--- src/rtl/portal_request_deframer_pkg.sv ---
// Shared definitions for the portal request deframer: FSM states,
// header field layout and the default payload depth.
package portal_request_deframer_pkg;

   localparam int DEFAULT_MAX_WORDS = 4;

   localparam int METHOD_LSB = 16;
   localparam int METHOD_W   = 16;
   localparam int LENGTH_LSB = 0;
   localparam int LENGTH_W   = 16;

   typedef enum logic [1:0] {
      IDLE    = 2'd0,
      PAYLOAD = 2'd1,
      HOLD    = 2'd2,
      DRAIN   = 2'd3
   } stateT;

endpackage

--- src/rtl/portal_request_deframer.sv ---
// Reassembles a portal write stream (header + payload words) into one
// message and holds it until the downstream consumer takes it.
module portal_request_deframer
   import portal_request_deframer_pkg::*;
#(
   parameter int MAX_WORDS = DEFAULT_MAX_WORDS
) (
   input  logic                    CLK,
   input  logic                    nRST,
   input  logic                    in_enq__ENA,
   input  logic [31:0]             in_enq_v,
   input  logic                    in_enq_last,
   output logic                    in_enq__RDY,
   output logic                    out_enq__ENA,
   output logic [15:0]             out_enq_method,
   output logic [32*MAX_WORDS-1:0] out_enq_payload,
   output logic [3:0]              out_enq_count,
   input  logic                    out_enq__RDY,
   output logic [7:0]              err_count
);

   localparam logic [LENGTH_W-1:0] MAX_LEN = LENGTH_W'(MAX_WORDS);

   stateT               state;
   stateT               nextState;
   logic                errPulse;
   logic [3:0]          idx;
   logic [METHOD_W-1:0] method;
   logic [LENGTH_W-1:0] length;
   logic [3:0]          count;
   logic [7:0]          errCount;
   logic [31:0]         payloadBuf [MAX_WORDS];

   logic [METHOD_W-1:0] hdrMethod;
   logic [LENGTH_W-1:0] hdrLength;
   logic [LENGTH_W-1:0] nextIdx;

   assign hdrMethod = in_enq_v[METHOD_LSB +: METHOD_W];
   assign hdrLength = in_enq_v[LENGTH_LSB +: LENGTH_W];
   assign nextIdx   = LENGTH_W'(idx) + LENGTH_W'(1);

   assign in_enq__RDY    = (state != HOLD);
   assign out_enq__ENA   = (state == HOLD) && out_enq__RDY;
   assign out_enq_method = method;
   assign out_enq_count  = count;
   assign err_count      = errCount;

   always_comb begin
      out_enq_payload = '0;
      for (int unsigned i = 0; i < MAX_WORDS; i++) begin
         out_enq_payload[32*i +: 32] = payloadBuf[i];
      end
   end

   always_comb begin
      nextState = state;
      errPulse  = 1'b0;
      case (state)
         IDLE: begin
            if (in_enq__ENA) begin
               if (hdrLength > MAX_LEN || (hdrLength == '0 && !in_enq_last)) begin
                  errPulse  = 1'b1;
                  nextState = in_enq_last ? IDLE : DRAIN;
               end else if (hdrLength == '0) begin
                  nextState = HOLD;
               end else if (in_enq_last) begin
                  errPulse  = 1'b1;
                  nextState = IDLE;
               end else begin
                  nextState = PAYLOAD;
               end
            end
         end
         PAYLOAD: begin
            if (in_enq__ENA) begin
               if (in_enq_last) begin
                  if (nextIdx == length) begin
                     nextState = HOLD;
                  end else begin
                     errPulse  = 1'b1;
                     nextState = IDLE;
                  end
               end else if (nextIdx == length) begin
                  // Length reached without last: the rest of the stream is surplus.
                  errPulse  = 1'b1;
                  nextState = DRAIN;
               end
            end
         end
         DRAIN: begin
            if (in_enq__ENA && in_enq_last) begin
               nextState = IDLE;
            end
         end
         HOLD: begin
            if (out_enq__ENA) begin
               nextState = IDLE;
            end
         end
         default: nextState = IDLE;
      endcase
   end

   always_ff @(posedge CLK) begin
      if (!nRST) begin
         state    <= IDLE;
         idx      <= '0;
         method   <= '0;
         length   <= '0;
         count    <= '0;
         errCount <= '0;
         for (int unsigned i = 0; i < MAX_WORDS; i++) begin
            payloadBuf[i] <= '0;
         end
      end else begin
         state <= nextState;
         if (errPulse && errCount != '1) begin
            errCount <= errCount + 8'd1;
         end
         if (state == IDLE && in_enq__ENA) begin
            method <= hdrMethod;
            length <= hdrLength;
            idx    <= '0;
            count  <= '0;
            for (int unsigned i = 0; i < MAX_WORDS; i++) begin
               payloadBuf[i] <= '0;
            end
         end else if (state == PAYLOAD && in_enq__ENA) begin
            // Match-based write keeps every store inside the buffer.
            for (int unsigned i = 0; i < MAX_WORDS; i++) begin
               if (idx == 4'(i)) begin
                  payloadBuf[i] <= in_enq_v;
               end
            end
            idx <= idx + 4'd1;
            if (nextState == HOLD) begin
               count <= nextIdx[3:0];
            end
         end
      end
   end

endmodule

--- config.mk ---
export PLATFORM = sky130hd
export DESIGN_NAME = portal_request_deframer
export DESIGN_NICKNAME = d
export VERILOG_FILES = /design/src/rtl/portal_request_deframer_pkg.sv /design/src/rtl/portal_request_deframer.sv
export SDC_FILE = /design/constraint.sdc
export NUM_CORES = 1
export LEC_CHECK = 0
export CAP_MARGIN = 20
export CORE_UTILIZATION = 30
export CTS_CLUSTER_DIAMETER = 80
export DETAILED_ROUTE_END_ITERATION = 8
export PLACE_DENSITY = 0.59
export SETUP_SLACK_MARGIN = 0.1
export SLEW_MARGIN = 5
export SYNTH_ARGS = -nofsm -noshare
export SYNTH_HDL_FRONTEND = slang
export SYNTH_SLANG_ARGS = --single-unit
--- constraint.sdc ---
create_clock -name CLK -period 3.7 [get_ports CLK]
set_input_delay 0.925 -clock CLK [delete_from_list [all_inputs] [get_ports CLK]]
set_output_delay 0.925 -clock CLK [all_outputs]
set_load 0.01 [all_outputs]
---- Word-level counts from Yosys, hierarchy flattened ----
Memories as Yosys holds them, arrays and structs flattened.
Cells that the tools add are included.
storage, ports and cells
  register bits after elaboration ......... 50
  latch bits .............................. 0
  RAM bits ................................ 128
  memory bits (read-only) ................. 0
  input port bits ......................... 37
  output and inout port bits .............. 158
  logic and storage cells ................. 96
  memories kept ........................... 1
memories
  memory      depth  bits a word  read ports  clocked after memory_dff  write ports  RTL line                       RTL
  payloadBuf  4      32           4           0                         4            portal_request_deframer.sv:32  logic [31:0] payloadBuf [MAX_WORDS];
operators by class
  $add $sub $neg .......................... 3
  $mul .................................... 0
  div/mod/pow operators ................... 0
  magnitude comparators ................... 1
  equality and inequality tests ........... 10
  shifts and indexed selects .............. 0
  multiplexer cells ....................... 53
  bitwise logic cells ..................... 9
  reductions and logical operators ........ 13
operators with widths
  cell                   count
  $mux W32               8
  $mux W1                33
  $mux W2                10
  $eq A5 B16 Y1          1
  $gt A16 B3 Y1 const B  1
  $logic_not A16 Y1      1
  $add A8 B1 Y8 const B  1
  $eq A4 B2 Y1 const B   2
  $ne A8 B8 Y1 const B   1
  $or A1 B1 Y1           8
  $pmux W2 S4            1
  $eq A2 B2 Y1 const B   3
  $logic_and A1 B1 Y1    6
  $add A4 B1 Y5 const B  1
  $add A4 B1 Y4 const B  1
  $eq A4 B1 Y1 const B   1
  $logic_not A4 Y1       1
  $eq A2 B1 Y1 const B   1
  $logic_not A2 Y1       1
  $ne A2 B2 Y1 const B   1
  $pmux W1 S2            1
  $reduce_and A2 Y1      1
  $reduce_or A2 Y1       1
  $logic_not A1 Y1       1
  2 further kinds        2

---- Longest topological paths before layout ----
Gate-level depths: netlist of run 1.
  depth in word-level cells ............... 8
  mapped depth ............................ 9
  gate-level depth less buffers ........... 8

---- Worst setup path after synthesis of run 1 ----
Ideal clock, no wire load.
  path type ............................... input to register
  start ................................... input port in_enq__ENA
  end ..................................... memory payloadBuf[1][0] (enable)
  setup time .............................. 478 ps
  arrival ................................. 2,568 ps
  data required time ...................... 3,222 ps
  setup slack ............................. 654 ps
  stages on the path ...................... 6
  cells stage by stage .................... and2b_1 -> nor2b_1 -> clkbuf_1 -> nor2_1 -> clkbuf_1 -> nand2_1
RTL lines
  item         RTL line                       RTL
  from (decl)  portal_request_deframer.sv:10  input logic in_enq__ENA,
  to (decl)    portal_request_deframer.sv:32

---- Worst setup path after layout of run 1 ----
  start ................................... input port out_enq__RDY
  end ..................................... output port out_enq__ENA
between the ends
  cells in the longest elaborated chain, start to end .. 1
ends and longest elaborated chain
  item                 RTL line                       RTL
  from (decl)          portal_request_deframer.sv:18  input logic out_enq__RDY,
  $logic_and A1 B1 Y1  portal_request_deframer.sv:43  assign out_enq__ENA = (state == HOLD) && out_enq__RDY;
  to (decl)            portal_request_deframer.sv:14  output logic out_enq__ENA,
Every way passes these cells.

==> results of run 1 <==
[per-layer routing]
layer  wire length (um)  global-route usage (%)
met1               8884                   21.81
met2               9196                   27.40
met3               1210                   4.284
met4                150                   4.286
met5                  0                       0
[cells by family (layout without fill, tap and decap cells)]
logic type      Yosys count  count (layout)  synth area share (%)
flops                   178             178                 65.22
simple gates            304             304                 21.72
compound gates           93              93                 7.323
xor+xnor                  9               9                 1.136
buf+inv                  44             254                 2.688
fa+ha+maj                 5               5                0.9019
mux                       7               7                 1.010
[stage by stage]
stage	hold slack, ns	total power (W)	std cells
after floorplan	0.4360	0.002450	640
after global routing	0.4660	0.004698	1135
after CTS	0.4556	0.004590	1135
final	0.4537	0.004530	1135
after detailed placement	0.4461	0.002776	1103
after global placement	0.4421	0.002774	1103
[worst max-delay path: stages]
cell	delay [ns]
clkdlybuf4s50_1	0.51
inv_1	0.05
nor2_1	0.09
clkdlybuf4s50_1	0.54
[path summary, 6_finish.rpt]
path	startpoint	end	slack (ns)
max reg2reg	idx[0]$_SDFFE_PP0P_	err_count[2]$_SDFFE_PN0P_	0.83
max	out_enq__RDY	out_enq__ENA	0.66
min	out_enq_method[2]$_SDFFE_PN0P_	out_enq_method[2]$_SDFFE_PN0P_	0.45
min reg2reg	out_enq_method[2]$_SDFFE_PN0P_	out_enq_method[2]$_SDFFE_PN0P_	0.45
[flip-flops by register name (all words and copies together) (netlist names)]
| signal | cells |
|---|---|
| length | 16 |
| payloadBuf | 128 |
| err_count | 8 |
| idx | 4 |
| out_enq_method | 16 |
| out_enq_count | 4 |
| state | 2 |
[cells in the final DEF (no fill, tap or decap), drive strengths merged, types with 3 or more instances in the layout]
cell type	instances
and2	96
nand2	151
and3	3
nand2b	6
nand4	4
or4	5
nor2	11
o21ai	37
o31ai	7
nor4	5
buf	22
or3	3
dfxtp	82
mux2i	7
clkbuf	19
ha	5
edfxtp	96
xnor2	5
xor2	4
clkinv	4
clkdlybuf4s50	194
nor3	8
nand3	4
inv	11
a21oi	42
[power by group through the flow]
stage	combinational [W]	sequential, W	clock (W)
finish	0.000497	0.00223	0.00181
global route	0.000534	0.00224	0.00193
CTS	0.000506	0.00223	0.00186
detailed placement	0.000505	0.00227	0
global placement	0.000506	0.00227	0
floorplan	0.000136	0.00231	0
[layout make-up]
type | count | area (sq um) | share of cell area [%]
well taps | 285 | 356.6 | 3.603
clock buffers | 19 | 432.9 | 4.374
repair buffers | 216 | 2157 | 21.79
inverters | 6 | 22.52 | 0.2275
multi-input cells | 418 | 2252 | 22.75
flip-flops and latches | 178 | 4524 | 45.71
clock inverters | 13 | 152.6 | 1.542
==> impl_metrics.env, run 1 <==
export IMPL_nets=879
export IMPL_ys_types=39
export IMPL_cp_start_kind="input port"
export IMPL_hold_path_class="reg -> reg"
export IMPL_power_frac_comb_pct=11.0
export IMPL_hold_buffers=0
export IMPL_syn_to_final_growth_pct=42.69
export IMPL_cts_tree="done"
export IMPL_pwr_share_seq_pct=49.1
export IMPL_stdcell_area_sq_um=9898
export IMPL_synth_top_cell_by_area="edfxtp_1"
export IMPL_cts_buffer_depth=2
export IMPL_numPortBuffers=194
export IMPL_placed_area_sq_um=9313
export IMPL_crit_fanout=2
export IMPL_ys_seq_area_share_pct=65.22
export IMPL_hold_viol_final=0
export IMPL_relSlewSlack_pct=38.92
export IMPL_cts_root_buf="clkbuf_16"
export IMPL_fin_tns_setup_ns=0
export IMPL_initial_core_util_pct=30.64
export IMPL_hpwl_um=13120
export IMPL_ys_flop_type="edfxtp_1"
export IMPL_worstPathArrival_ns=2.11
export IMPL_min_path_cells=2
export IMPL_maxSlewViolCount=0
export IMPL_worst_pin_slew_ns=0.9093
export IMPL_ctsResizeCount=0
export IMPL_drcViolationCount=0
export IMPL_grt_max_degree=41
export IMPL_n_antenna_cell=0
export IMPL_p_sw_share_pct=24.17
export IMPL_synth_edf_count=96
export IMPL_status="finished clean"
export IMPL_cts_sinks=178
export IMPL_end_kind="output port"
export IMPL_core_sq_um=22640
export IMPL_final_setup_worst_slack_ns=0.6644
export IMPL_min_period_ns=3.036
export IMPL_synth_seq_cells=178
export IMPL_reg2reg_depth=8
export IMPL_synth_top_area_share_pct=41.56
export IMPL_routed_wl_um=19440
export IMPL_netlist_top_cells_area="edfxtp_1 (42%), dfxtp_1 (24%), and2_1 (8.7%)"
export IMPL_grt_total_usage_pct=16.69
export IMPL_drive_above_1_share_pct=7.176
export IMPL_cp_data_required_time_ns=2.77
export IMPL_syn_area_per_cell_sq_um=10.84
export IMPL_critPathKind="in -> out"
export IMPL_io_pins=195
export IMPL_h_tree_depth=4
export IMPL_grt_pass1_wl_um=29820
export IMPL_yosys_warnings=0
export IMPL_place_congestion=0.7365
export IMPL_grt_pass1_vias=4999
export IMPL_syn_inst=640
export IMPL_die_h_um=154.1
export IMPL_place_ws_ns=0.4099
export IMPL_synthMostInstantiatedCell="nand2_1"
export IMPL_synth_cell_area_sq_um=6937
export IMPL_antenna_found_initial=0
export IMPL_async_reset_ff_share_pct=0
export IMPL_leakagePower_nw=3.603
export IMPL_syn_nets=682
export IMPL_clk_pin_slew_ns=0.07
export IMPL_drv_cap=0
export IMPL_skew_ns=0.008977
export IMPL_overflow=0
export IMPL_drt_iter0_drc=284
export IMPL_via_count=5179
export IMPL_dieWidth_um=154.1
export IMPL_drt_pass1_iter_count=4
export IMPL_clockPowerShare_pct=39.9
export IMPL_post_cts_buffers=0
export IMPL_p_switching_w=0.001095
export IMPL_power_internal_w=0.003435
export IMPL_rsz0062_at_grt="false"
export IMPL_clock_fmax_mhz=329.4
export IMPL_cts_buffers=17
export IMPL_finalSetupViolations=0
export IMPL_clk_latency_ns=0.42
export IMPL_fin_util_pct=43.72
export IMPL_cellPowerDensity_nw_per_um2=457.7
export IMPL_rows=55
export IMPL_ant_nets=0
export IMPL_routedWlPerCell_um=17.13
export IMPL_irDropWorstVdd_v=0.0002692
export IMPL_die_area_sq_um=23730
export IMPL_final_period_utilization_pct=82.04
export IMPL_via_per_inst=4.563
export IMPL_yosys_top_cells_count="nand2_1 (151), and2_1 (96), edfxtp_1 (96)"
export IMPL_fill_cells=2114
(Power assumes the default switching activity.)
==> run 2, diff against run 1 <==
==> constraint.sdc (replaced) <==
create_clock -name CLK -period 3.2 [get_ports CLK]
set_input_delay 0.8 -clock CLK [delete_from_list [all_inputs] [get_ports CLK]]
set_output_delay 0.8 -clock CLK [all_outputs]
set_load 0.01 [all_outputs]
==> impl_metrics.env, run 2 (synthesized netlist as in run 1, its figures left out) <==
export IMPL_status="finished clean"
export IMPL_routedWlPerCell_um=16.87
export IMPL_h_tree_depth=4
export IMPL_min_period_ns=2.782
export IMPL_cts_root_buf="clkbuf_16"
export IMPL_cts_sinks=178
export IMPL_dieWidth_um=154.1
export IMPL_nets=903
export IMPL_skew_ns=0.01388
export IMPL_grt_total_usage_pct=16.90
export IMPL_place_ws_ns=-0.2296
export IMPL_hold_viol_final=0
export IMPL_final_setup_worst_slack_ns=0.4179
export IMPL_ant_nets=0
export IMPL_rsz0062_at_grt="false"
export IMPL_cts_tree="done"
export IMPL_fin_tns_setup_ns=0
export IMPL_maxSlewViolCount=0
export IMPL_finalSetupViolations=0
export IMPL_drcViolationCount=0
export IMPL_cp_data_required_time_ns=2.40
export IMPL_clock_fmax_mhz=359.4
export IMPL_syn_to_final_growth_pct=45.18
export IMPL_leakagePower_nw=3.723
export IMPL_irDropWorstVdd_v=0.0003061
export IMPL_core_sq_um=22640
export IMPL_hpwl_um=13400
export IMPL_cp_start_kind="input port"
export IMPL_drt_pass1_iter_count=4
export IMPL_via_count=5260
export IMPL_layout_common_cells="clkdlybuf4s50_1 (194), nand2_1 (150), and2_1 (96), edfxtp_1 (96), dfxtp_1 (82)"
export IMPL_antenna_found_initial=0
export IMPL_rrSetupSlack_ns=0.42
export IMPL_largest_reg_flops=128
export IMPL_worst_pin_slew_ns=0.6093
export IMPL_io_pins=195
export IMPL_rows=55
export IMPL_die_area_sq_um=23730
export IMPL_clk_pin_slew_ns=0.07
export IMPL_critPathKind="in -> out"
export IMPL_relSlewSlack_pct=59.03
export IMPL_drive_above_1_share_pct=9.840
export IMPL_final_common_cell="clkdlybuf4s50_1"
export IMPL_end_kind="output port"
export IMPL_hold_buffers=0
export IMPL_hold_path_class="reg -> reg"
export IMPL_initial_core_util_pct=30.64
export IMPL_routed_wl_um=19550
export IMPL_overflow=0
export IMPL_drt_iter0_drc=258
export IMPL_regMostFlops="payloadBuf"
export IMPL_clk_latency_ns=0.43
export IMPL_drv_cap=0
export IMPL_cts_buffers=17
export IMPL_grt_pass1_wl_um=30190
export IMPL_cts_buffer_depth=2
export IMPL_grt_pass1_vias=5125
export IMPL_final_period_utilization_pct=86.94
export IMPL_crit_fanout=2
export IMPL_fill_cells=2125
export IMPL_numPortBuffers=194
export IMPL_n_antenna_cell=0
export IMPL_via_per_inst=4.538
export IMPL_worstPathArrival_ns=1.98
export IMPL_timing_hold_ws_ns=0.4545
export IMPL_place_congestion=0.7639
export IMPL_cellPowerDensity_nw_per_um2=522.7
export IMPL_die_h_um=154.1
export IMPL_grt_max_degree=39
[run 2: changes by cell type in the layout (fill, tap and decap cells not counted)]
cell,previous run,this run
nor4_1,5,4
clkinv_2,1,2
clkinv_4,3,2
clkinv_1,0,1
inv_4,1,0
clkbuf_1,2,1
buf_12,4,3
inv_6,2,3
nor4_2,0,1
buf_4,18,43
[run 2: timing repair]
| action | 4_1_cts | 5_1_grt |
|---|---|---|
| endpoints found under the setup margin | 0 | 1 |
| resized for setup | 0 | 1 |
| buffers inserted | 0 | 0 |
| endpoints found under the hold margin | 0 | 0 |
[run 2: final timing paths]
path                               end  cells after the start                     from
max                       out_enq__ENA                      4             out_enq__RDY
max reg2reg  err_count[7]$_SDFFE_PN0P_                      9      idx[1]$_SDFFE_PP0P_
min reg2reg    length[10]$_SDFFE_PN0P_                      2  length[10]$_SDFFE_PN0P_
min            length[10]$_SDFFE_PN0P_                      2  length[10]$_SDFFE_PN0P_
[run 2: final cells by class]
| cell class | instances | area, sq um | share of cell area (%) |
|---|---|---|---|
| clock buffer | 18 | 429.2 | 4.261 |
| clock inverter | 14 | 155.1 | 1.541 |
| inverter | 6 | 22.52 | 0.2236 |
| multi-input combinational | 418 | 2258 | 22.43 |
| sequential | 178 | 4524 | 44.92 |
| tap | 285 | 356.6 | 3.541 |
| timing repair buffer | 240 | 2325 | 23.08 |
[run 2: layer usage]
metal  track usage [%]  wire, um  part of all wire (%)
met3             3.946       938                   4.8
met1             22.13      9197                    47
met4             4.286       124                  0.63
met5                 0         0                     0
met2             28.05      9292                    48
[run 2: worst max-delay path, stage by stage]
cell	delay [ns]
clkdlybuf4s50_1	0.50
inv_1	0.05
nor2_1	0.09
clkdlybuf4s50_1	0.54
[run 2: per-stage QoR]
stage | utilization (%) | instances | area (sq um) | power, W
detailed placement | 41.87 | 1127 | 9480 | 0.003238
global placement | 41.87 | 1127 | 9480 | 0.003233
finish | 44.48 | 1159 | 10070 | 0.005264
CTS | 44.45 | 1159 | 10060 | 0.005332
floorplan | - | 640 | 6937 | 0.002833
global route | 44.48 | 1159 | 10070 | 0.005460
[run 2: where the power goes]
| group | leakage [nW] | switching, W | internal, W | total, W |
|---|---|---|---|---|
| clock network | 0.283 | 0.000920 | 0.00117 | 0.00209 |
| logic | 1.73 | 0.000308 | 0.000297 | 0.000605 |
| registers | 1.71 | 0.0000477 | 0.00253 | 0.00257 |
==> run 3, diff against run 2 <==
--- a/config.mk
+++ b/config.mk
@@ -5,7 +5,7 @@
 export SDC_FILE = /design/constraint.sdc
 export NUM_CORES = 1
 export LEC_CHECK = 0
-export CAP_MARGIN = 20
+export CAP_MARGIN = 30
 export CORE_UTILIZATION = 30
 export CTS_CLUSTER_DIAMETER = 80
 export DETAILED_ROUTE_END_ITERATION = 8
==> constraint.sdc (replaced) <==
create_clock -name CLK -period 3.1 [get_ports CLK]
set_input_delay 0.775 -clock CLK [delete_from_list [all_inputs] [get_ports CLK]]
set_output_delay 0.775 -clock CLK [all_outputs]
set_load 0.01 [all_outputs]
==> impl_metrics.env, run 3 (synthesized netlist as in run 1, its figures left out) <==
export IMPL_status="finished clean"
export IMPL_antenna_found_initial=0
export IMPL_die_area_sq_um=23730
export IMPL_irDropWorstVdd_v=0.0003104
export IMPL_ant_nets=0
export IMPL_routedWlPerCell_um=16.69
export IMPL_drt_iter0_drc=196
export IMPL_die_h_um=154.1
export IMPL_via_count=5258
export IMPL_power_internal_w=0.004196
export IMPL_rsz0062_at_grt="false"
export IMPL_timing_hold_ws_ns=0.4541
export IMPL_maxSlewViolCount=0
export IMPL_path_cells="clkdlybuf4s50_1, inv_1, nor2_1, clkdlybuf4s50_1"
export IMPL_core_sq_um=22640
export IMPL_clk_pin_slew_ns=0.07
export IMPL_critPathKind="in -> out"
export IMPL_hold_viol_final=0
export IMPL_skew_ns=0.009377
export IMPL_largest_reg_flops=128
export IMPL_cts_buffers=17
export IMPL_nets=900
export IMPL_grt_pass1_wl_um=30270
export IMPL_multi_input_area_sq_um=2258
export IMPL_cts_tree="done"
export IMPL_cp_start_kind="input port"
export IMPL_io_pins=195
export IMPL_final_common_cell="clkdlybuf4s50_1"
export IMPL_cts_buffer_depth=2
export IMPL_hold_path_class="reg -> reg"
export IMPL_crit_top_cell="clkdlybuf4s50_1"
export IMPL_cts_root_buf="clkbuf_16"
export IMPL_drv_cap=0
export IMPL_via_per_inst=4.548
export IMPL_regMostFlops="payloadBuf"
export IMPL_drt_pass1_iter_count=4
export IMPL_clock_fmax_mhz=365.3
export IMPL_relSlewSlack_pct=43.35
export IMPL_seq_area_sq_um=4524
export IMPL_grt_total_usage_pct=16.90
export IMPL_critPathTopFamily="buffers and inverters"
export IMPL_leakagePower_nw=3.723
export IMPL_dp_cells=1124
export IMPL_grt_max_degree=37
export IMPL_fill_cells=2137
export IMPL_fin_cells=1156
export IMPL_pwr_share_seq_pct=48.2
export IMPL_clockPowerShare_pct=40.6
export IMPL_p_sw_share_pct=23.88
export IMPL_initial_core_util_pct=30.64
export IMPL_p_switching_w=0.001316
export IMPL_cp_data_required_time_ns=2.32
export IMPL_place_congestion=0.7692
export IMPL_h_tree_depth=4
export IMPL_crit_slowest_cell="clkdlybuf4s50_1"
export IMPL_clk_latency_ns=0.42
export IMPL_layout_common_cells="clkdlybuf4s50_1 (194), nand2_1 (150), and2_1 (96), edfxtp_1 (96), dfxtp_1 (82)"
export IMPL_cts_sinks=178
export IMPL_cellPowerDensity_nw_per_um2=546.6
export IMPL_hold_buffers=0
export IMPL_drcViolationCount=0
export IMPL_rows=55
export IMPL_worstPathArrival_ns=1.96
export IMPL_n_antenna_cell=0
export IMPL_hpwl_um=13100
export IMPL_grt_pass1_vias=5116
export IMPL_power_frac_comb_pct=11.2
export IMPL_routed_wl_um=19290
export IMPL_slowest_delay_ns=0.54
export IMPL_crit_buf_inv=3
export IMPL_overflow=0
export IMPL_syn_to_final_growth_pct=45.38
export IMPL_min_period_ns=2.737
export IMPL_dieWidth_um=154.1
export IMPL_worst_pin_slew_ns=0.8433
export IMPL_final_period_utilization_pct=88.29
export IMPL_end_kind="output port"
export IMPL_p_total_w=0.005512
export IMPL_crit_fanout=2
export IMPL_numPortBuffers=194
export IMPL_drive_above_1_share_pct=9.529
export IMPL_finalSetupViolations=0
run 3: changes by cell type in the layout (fill, tap and decap cells not counted), sizes merged:
cell,previous run,this run
inv,11,10
clkinv,5,6
clkinvlp,2,1
bufinv,2,3
buf,46,43
run 3: final cells by class:
type	instances	area share, %
inverter	6	0.2233
clock inverter	14	1.774
clock buffer	18	4.256
timing repair buffer	237	22.95
tap	285	3.536
sequential	178	44.86
multi-input combinational	418	22.39
run 3: power by group through the flow:
| stage | registers, W | logic (W) | clock network, W |
|---|---|---|---|
| finish | 0.00266 | 0.000619 | 0.00224 |
| detailed placement | 0.00271 | 0.000628 | 0 |
| floorplan | 0.00276 | 0.000162 | 0 |
| global placement | 0.00271 | 0.000626 | 0 |
| global route | 0.00267 | 0.000668 | 0.00238 |
| CTS | 0.00266 | 0.000630 | 0.00229 |
run 3: repair_timing:
item,CTS,global route
resized for setup,1,0
setup endpoints to repair,4,0
hold endpoints to repair,0,0
setup buffers,0,0
run 3: stage by stage:
stage	util (%)	TNS (ns)	worst slack [ns]	cell area (sq um)
3_5_place_dp	41.83	-2.944	-0.3468	9470
5_1_grt	44.54	0	0.1940	10080
3_3_place_gp	41.83	-2.344	-0.2879	9470
4_1_cts	44.54	0	0.3119	10080
6_report	44.54	0	0.3629	10080
2_1_floorplan	-	0	0.2041	6937
run 3: worst register-to-register path: stages, from the launching register on:
cell,delay (ns)
dfxtp_1,0.41
inv_1,0.09
ha_1,0.35
xor2_1,0.18
nor2_1,0.10
nand4_1,0.23
o311a_1,0.43
buf_4,0.17
or4_1,0.49
a21oi_1,0.15
run 3: worst paths after layout:
path | cells after the start | endpoint | slack, ns | from
min reg2reg | 2 | length[14]$_SDFFE_PN0P_ | 0.45 | length[14]$_SDFFE_PN0P_
min | 2 | length[14]$_SDFFE_PN0P_ | 0.45 | length[14]$_SDFFE_PN0P_
max | 4 | out_enq__ENA | 0.36 | out_enq__RDY
max reg2reg | 9 | err_count[7]$_SDFFE_PN0P_ | 0.44 | idx[1]$_SDFFE_PP0P_
run 3: routing by layer:
layer / vias to the layer above / routed length (um) / global-route usage [%]
met5: - / 0 / 0
met4: 0 / 174 / 4.762
met3: 14 / 918 / 3.692
met2: 143 / 9141 / 27.88
met1: 2487 / 9058 / 22.24
li1: 2614 / - / -
